<file path="src/rtl/cache_mem_arbiter.sv">
// Two-port Avalon-MM arbiter: merges the dcache (port 0) and icache (port 1)
// masters onto a single memory bus. A port keeps ownership of the bus
// while the memory stalls it, and readdata is broadcast to both masters.
//
// Handshake: a port is requesting while read or write is 1. Its request is
// accepted in the cycle it is forwarded to memory and memory waitrequest is 0.
// A master must hold its request stable while its own waitrequest is 1.
// Read data returns exactly one cycle after an accepted read.

package cache_mem_arbiter_pkg;

    typedef struct packed {
        logic        read;
        logic        write;
        logic [31:0] address;
        logic [31:0] writedata;
        logic [3:0]  byte_enable;
    } avalon_req_t;

    typedef struct packed {
        logic [31:0] readdata;
        logic        waitrequest;
    } avalon_resp_t;

    typedef enum logic [1:0] {
        ARB_IDLE  = 2'd0,
        ARB_LOCK0 = 2'd1,
        ARB_LOCK1 = 2'd2
    } arb_state_t;

endpackage

module cache_mem_arbiter
    import cache_mem_arbiter_pkg::*;
#(
    parameter bit RR_EN = 1'b1
) (
    input  logic         clk,
    input  logic         rst,
    input  avalon_req_t  p0_avn_req,
    output avalon_resp_t p0_avn_resp,
    input  avalon_req_t  p1_avn_req,
    output avalon_resp_t p1_avn_resp,
    output avalon_req_t  mem_avn_req,
    input  avalon_resp_t mem_avn_resp,
    output arb_state_t   fsm_state
);

    arb_state_t state;
    arb_state_t state_next;
    logic       last_grant;
    logic       last_grant_next;
    logic       req0;
    logic       req1;
    logic       grant_vld;
    logic       grant_sel;
    logic       accept;

    assign fsm_state = state;

    // State register and last-granted pointer; port 1 after reset so port 0 wins the first tie.
    always_ff @(posedge clk) begin
        if (rst) begin
            state      <= ARB_IDLE;
            last_grant <= 1'b1;
        end else begin
            state      <= state_next;
            last_grant <= last_grant_next;
        end
    end

    // Grant selection, next-state logic and the merged bus / per-port responses.
    always_comb begin
        req0            = p0_avn_req.read | p0_avn_req.write;
        req1            = p1_avn_req.read | p1_avn_req.write;
        grant_vld       = 1'b0;
        grant_sel       = 1'b0;
        state_next      = state;
        last_grant_next = last_grant;

        // An owned bus only ever serves its owner; a dropped request frees it
        // without issuing a memory access.
        unique case (state)
            ARB_IDLE: begin
                if (req0 && req1) begin
                    grant_vld = 1'b1;
                    grant_sel = RR_EN ? ~last_grant : 1'b0;
                end else if (req0) begin
                    grant_vld = 1'b1;
                    grant_sel = 1'b0;
                end else if (req1) begin
                    grant_vld = 1'b1;
                    grant_sel = 1'b1;
                end
            end
            ARB_LOCK0: begin
                grant_vld = req0;
                grant_sel = 1'b0;
            end
            ARB_LOCK1: begin
                grant_vld = req1;
                grant_sel = 1'b1;
            end
            default: begin
                grant_vld = 1'b0;
                grant_sel = 1'b0;
            end
        endcase

        accept = grant_vld & ~mem_avn_resp.waitrequest;

        unique case (state)
            ARB_IDLE: begin
                if (grant_vld && mem_avn_resp.waitrequest)
                    state_next = grant_sel ? ARB_LOCK1 : ARB_LOCK0;
            end
            ARB_LOCK0, ARB_LOCK1: begin
                if (!grant_vld || accept)
                    state_next = ARB_IDLE;
            end
            default: state_next = ARB_IDLE;
        endcase

        if (accept)
            last_grant_next = grant_sel;

        // Forward the granted port as-is; with no grant the address lines idle on port 0.
        if (grant_vld && grant_sel)
            mem_avn_req = p1_avn_req;
        else
            mem_avn_req = p0_avn_req;
        if (!grant_vld || rst) begin
            mem_avn_req.read  = 1'b0;
            mem_avn_req.write = 1'b0;
        end

        // Read data is shared; each master only looks at it after its own read.
        p0_avn_resp.readdata = mem_avn_resp.readdata;
        p1_avn_resp.readdata = mem_avn_resp.readdata;

        if (rst)
            p0_avn_resp.waitrequest = 1'b0;
        else if (grant_vld && !grant_sel)
            p0_avn_resp.waitrequest = mem_avn_resp.waitrequest;
        else
            p0_avn_resp.waitrequest = req0;

        if (rst)
            p1_avn_resp.waitrequest = 1'b0;
        else if (grant_vld && grant_sel)
            p1_avn_resp.waitrequest = mem_avn_resp.waitrequest;
        else
            p1_avn_resp.waitrequest = req1;
    end

endmodule
</file>
<file path="config.mk">
export PLATFORM = sky130hd
export DESIGN_NAME = cache_mem_arbiter
export DESIGN_NICKNAME = d
export VERILOG_FILES = /design/src/rtl/cache_mem_arbiter.sv
export SDC_FILE = /design/constraint.sdc
export NUM_CORES = 1
export LEC_CHECK = 0
export ABC_AREA = 1
export BUFFER_PORTS_ARGS = -buffer_cell sky130_fd_sc_hd__clkbuf_2
export CORE_AREA = 5 5 117 119
export DETAILED_ROUTE_END_ITERATION = 8
export DIE_AREA = 0 0 122 124
export GPL_ROUTABILITY_DRIVEN = 0
export GPL_TIMING_DRIVEN = 0
export SYNTH_ARGS = -nofsm -noshare
export SYNTH_HDL_FRONTEND = slang
export SYNTH_SLANG_ARGS = --single-unit
</file>
<file path="constraint.sdc">
create_clock -name clk -period 2.2 [get_ports clk]
set_clock_uncertainty 0.2 [all_clocks]
set_input_delay 0.22 -clock clk [delete_from_list [all_inputs] [get_ports clk]]
set_output_delay 0.22 -clock clk [all_outputs]
set_load 0.02 [all_outputs]
</file>
==> impl_results.html <==
<table>
<tr><th>Metric</th><th>Value</th></tr>
<tr><th colspan="2">Clock network</th></tr>
<tr><td>Clock-pin slew reported for the worst setup and hold paths after clock tree synthesis</td><td>30 ps</td></tr>
<tr><td>Clock buffer depth</td><td>2</td></tr>
<tr><td>CTS tree</td><td>built</td></tr>
<tr><td>Clock root buffer</td><td>sky130_fd_sc_hd__clkbuf_16</td></tr>
<tr><td>Number of buffers inserted during clock tree synthesis</td><td>3</td></tr>
<tr><td>Insertion delay to the later sink of the worst-skew pair</td><td>220 ps</td></tr>
<tr><td>Deepest level of the CTS H-tree</td><td>1</td></tr>
<tr><td>Count of clock tree sinks</td><td>3</td></tr>
<tr><th colspan="2">Timing</th></tr>
<tr><td>Clock period minus final worst setup slack</td><td>between 2000 and 2500 ps</td></tr>
<tr><td>Worst-margin pin slew</td><td>about 210 ps</td></tr>
<tr><td>Maximum operating frequency</td><td>0.427 GHz</td></tr>
<tr><td>Final-report max-slew violation count</td><td>0</td></tr>
<tr><td>Setup repair after global routing missed its margin</td><td>yes</td></tr>
<tr><td>Final worst-path setup slack</td><td>-140 ps</td></tr>
<tr><td>Slew HR</td><td>0.857</td></tr>
<tr><td>Final hold vios</td><td>0</td></tr>
<tr><td>Post-route clock period utilization</td><td>1.06</td></tr>
<tr><td>Count of endpoints failing setup in the final report</td><td>between 70 and 80</td></tr>
<tr><th colspan="2">Power</th></tr>
<tr><td>Leakage dissipation</td><td>about 2.8 nW</td></tr>
<tr><td>P per Cell Area</td><td>about 1600 nW/um^2</td></tr>
<tr><td>Maximum resistive drop on vdd</td><td>between 0.0007 and 0.0008 V</td></tr>
<tr><th colspan="2">Route</th></tr>
<tr><td>Routed len/inst</td><td>approximately 13 um</td></tr>
<tr><td>Via density per instance</td><td>between 3 and 4</td></tr>
<tr><td>Vias post-DR</td><td>between 3000 and 4000</td></tr>
<tr><td>Number of iterations in the first detailed-routing pass</td><td>4</td></tr>
<tr><td>Post-DRT Antenna Nets</td><td>0</td></tr>
<tr><td>Final WL</td><td>between 10 and 15 mm</td></tr>
<tr><td>Iter 0 DRT Violations</td><td>between 40 and 50</td></tr>
<tr><td>DRC violations left</td><td>0</td></tr>
<tr><th colspan="2">Floorplan</th></tr>
<tr><td>Height of the chip</td><td>between 100 and 150 um</td></tr>
<tr><td>Row count</td><td>a little over 40</td></tr>
<tr><td>Width of the die</td><td>around 120 um</td></tr>
<tr><td>Total die area</td><td>~15000 um^2</td></tr>
<tr><td>Core ar.</td><td>12500 um^2</td></tr>
<tr><td>Starting Density</td><td>0.138</td></tr>
<tr><td>Number of ports placed on the die boundary</td><td>313</td></tr>
<tr><th colspan="2">Critical path</th></tr>
<tr><td>Combined buffer and inverter count along the critical path</td><td>5</td></tr>
<tr><td>Data required, critical path</td><td>1780 ps</td></tr>
<tr><td>Critical path, cell by cell</td><td>inv_4 -&gt; ha_4 -&gt; inv_4 -&gt; nand2_2 -&gt; nand2_2 -&gt; a21oi_4 -&gt; nand2_8 -&gt; buf_12 -&gt; buf_8 -&gt; nand2_2 -&gt; nand2_1 -&gt; clkbuf_8</td></tr>
<tr><td>Top fanout value on the critical path</td><td>8</td></tr>
<tr><td>Worst Setup End Kind</td><td>primary output</td></tr>
<tr><td>Worst Setup Path Type</td><td>register to primary output</td></tr>
<tr><td>Standard cell with the maximum stage delay on the critical path</td><td>sky130_fd_sc_hd__dfxtp_4</td></tr>
<tr><td>Top cell by count, worst path</td><td>sky130_fd_sc_hd__nand2_2</td></tr>
<tr><td>Endpoint arrival time on the critical path</td><td>approximately 1900 ps</td></tr>
<tr><td>Max incr delay on CP</td><td>360 ps</td></tr>
<tr><td>R2R Setup Slk</td><td>around 560 ps</td></tr>
<tr><td>Crit-path leading delay family</td><td>buffers and inverters</td></tr>
<tr><td>Type of origin of the critical path</td><td>register</td></tr>
<tr><th colspan="2">Run</th></tr>
<tr><td>Number of max-cap violations</td><td>0</td></tr>
<tr><th colspan="2">Synth</th></tr>
<tr><td>Syn Area/Cell</td><td>4.99 um^2</td></tr>
<tr><td>Count of state elements after synthesis</td><td>3</td></tr>
<tr><td>EDFF count, synth</td><td>0</td></tr>
<tr><td>Share of flip-flops with an asynchronous set or reset</td><td>0</td></tr>
<tr><td>Yosys top cell area share</td><td>0.476</td></tr>
<tr><td>Net count after synthesis</td><td>525</td></tr>
<tr><td>Synth top cells by count</td><td>sky130_fd_sc_hd__nand2_1 (219), sky130_fd_sc_hd__buf_4 (70), sky130_fd_sc_hd__inv_1 (12), sky130_fd_sc_hd__nand3_1 (6), sky130_fd_sc_hd__nor2_1 (6)</td></tr>
<tr><td>Most common cell in the synthesized netlist</td><td>sky130_fd_sc_hd__nand2_1</td></tr>
<tr><td>Number of warnings printed during yosys synthesis</td><td>0</td></tr>
<tr><td>Top area cells in the synthesized netlist</td><td>sky130_fd_sc_hd__nand2_1 (48%), sky130_fd_sc_hd__buf_4 (30%), sky130_fd_sc_hd__dfxtp_1 (3.5%)</td></tr>
<tr><td>Syn Inst Count</td><td>between 300 and 400</td></tr>
<tr><td>Top cell type by total area after synthesis</td><td>sky130_fd_sc_hd__nand2_1</td></tr>
<tr><td>Sequential area share after synthesis</td><td>0.0348</td></tr>
<tr><td>Main flop type after synthesis</td><td>sky130_fd_sc_hd__dfxtp_1</td></tr>
<tr><td>Area of the mapped netlist</td><td>~1700 um^2</td></tr>
<tr><td>Count of distinct cell types in the synthesized netlist</td><td>16</td></tr>
<tr><th colspan="2">Global routing</th></tr>
<tr><td>Combined global-route utilization of all metal layers</td><td>0.115</td></tr>
<tr><td>First-pass GRT wire length</td><td>14.0 mm</td></tr>
<tr><td>Number of global-route vias before repair</td><td>approximately 2900</td></tr>
<tr><td>Largest net degree at the start of global routing</td><td>11</td></tr>
<tr><td>Global route total overflow</td><td>0</td></tr>
<tr><td>Antenna violations before repair</td><td>0</td></tr>
<tr><th colspan="2">Outcome</th></tr>
<tr><td>Failing checks</td><td>setup timing</td></tr>
<tr><td>Run status</td><td>complete, but fails checks</td></tr>
<tr><th colspan="2">Placed design</th></tr>
<tr><td>Port bufs</td><td>between 200 and 300</td></tr>
<tr><td>Final HPWL DP</td><td>approximately 8.3 mm</td></tr>
<tr><td>Place WS</td><td>-194 ps</td></tr>
<tr><th colspan="2">Layout</th></tr>
<tr><td>Share of final-layout standard cells stronger than drive strength 1</td><td>0.718</td></tr>
<tr><td>Number of nets in the finished design</td><td>about 830</td></tr>
<tr><td>Final core area utilization</td><td>0.370</td></tr>
<tr><td>Area Overhead vs Synth</td><td>168%</td></tr>
<tr><td>Diodes inserted</td><td>0</td></tr>
<tr><th colspan="2">Worst hold path</th></tr>
<tr><td>Class of the worst hold path</td><td>primary input to register</td></tr>
</table>
==> routing by layer <==
layer	vias to the layer above	track usage	wire length, um
met2	180	0.224	5600
met3	6	0.0354	1220
met4	0	0.0203	59
li1	1574	-	-
met1	1337	0.122	3620
met5	-	0	0
==> placed cells by master, fill, tap and decap left out, drive strengths merged <==
cell / instances
nor2: 6
clkbuf: 261
a21oi: 6
ha: 4
nand3: 6
o21ai: 3
nand4: 2
nand2: 222
dfxtp: 3
buf: 116
inv: 17
==> worst register-to-register path, delay by kind of cell (launching register included) <==
kind | cells | cell delay (ps)
simple gates | 5 | 410
flops | 1 | 360
compound gates | 1 | 230
buf+inv | 3 | 230
fa+ha+maj | 1 | 150
==> final cells by class <==
cell class,instances,area [um^2]
inverter,16,80.1
tap,172,215
clock buffer,4,78.8
timing repair buffer,296,2230
buffer,77,683
sequential,3,67.6
multi-input combinational,249,1260
fill,1317,7850
timing repair inverter,1,8.76
==> cell families (layout without fill, tap and decap cells) <==
group / Yosys count / count (layout) / synth area share
AO/OA/AOI/OAI: 9 / 9 / 0.0326
buffers and inverters: 94 / 394 / 0.379
flip-flops: 3 / 3 / 0.0348
adder cells (fa/ha/maj): 4 / 4 / 0.0290
AND/OR/NAND/NOR: 236 / 236 / 0.525
==> metrics by stage <==
step	hold slack, ps	instances	instance area, um^2	total power (W)	TNS (ps)
5_1_grt	12.9	818	4620	0.00771	-14180
6_report	2.05	818	4620	0.00724	-7350
4_1_cts	3.28	815	4410	0.00675	-6980
3_5_place_dp	245	798	3340	0.00426	-8660
2_1_floorplan	89.1	346	1730	0.00284	0
3_3_place_gp	237	798	3340	0.00426	-7790
==> flip-flops by register name (all words and copies together), names as in the netlist <==
name	cells
fsm_state	2
last_grant	1
==> repair_timing <==
action                                  CTS  global route
endpoints found under the setup margin   71            72
buffers inserted                          9             0
hold buffers                              0             0
gates resized for setup                 230            63
pin swaps                                38             4
gates cloned                              5             3
==> path summary, 6_finish.rpt <==
| kind | start | endpoint | cells past startpoint |
|---|---|---|---|
| setup / recovery | fsm_state[0] | mem_avn_req[56] | 12 |
| hold / removal | rst | fsm_state[1] | 2 |
| setup reg to reg | fsm_state[0] | last_grant | 10 |
| hold reg to reg | last_grant | last_grant | 2 |
==> report_power, final <==
group	switching, W	internal, W
sequential	0.0000379	0.0000882
combinational	0.00343	0.00340
clock	0.0000520	0.000239
No activity file was read; power rests on OpenSTA's default activity.
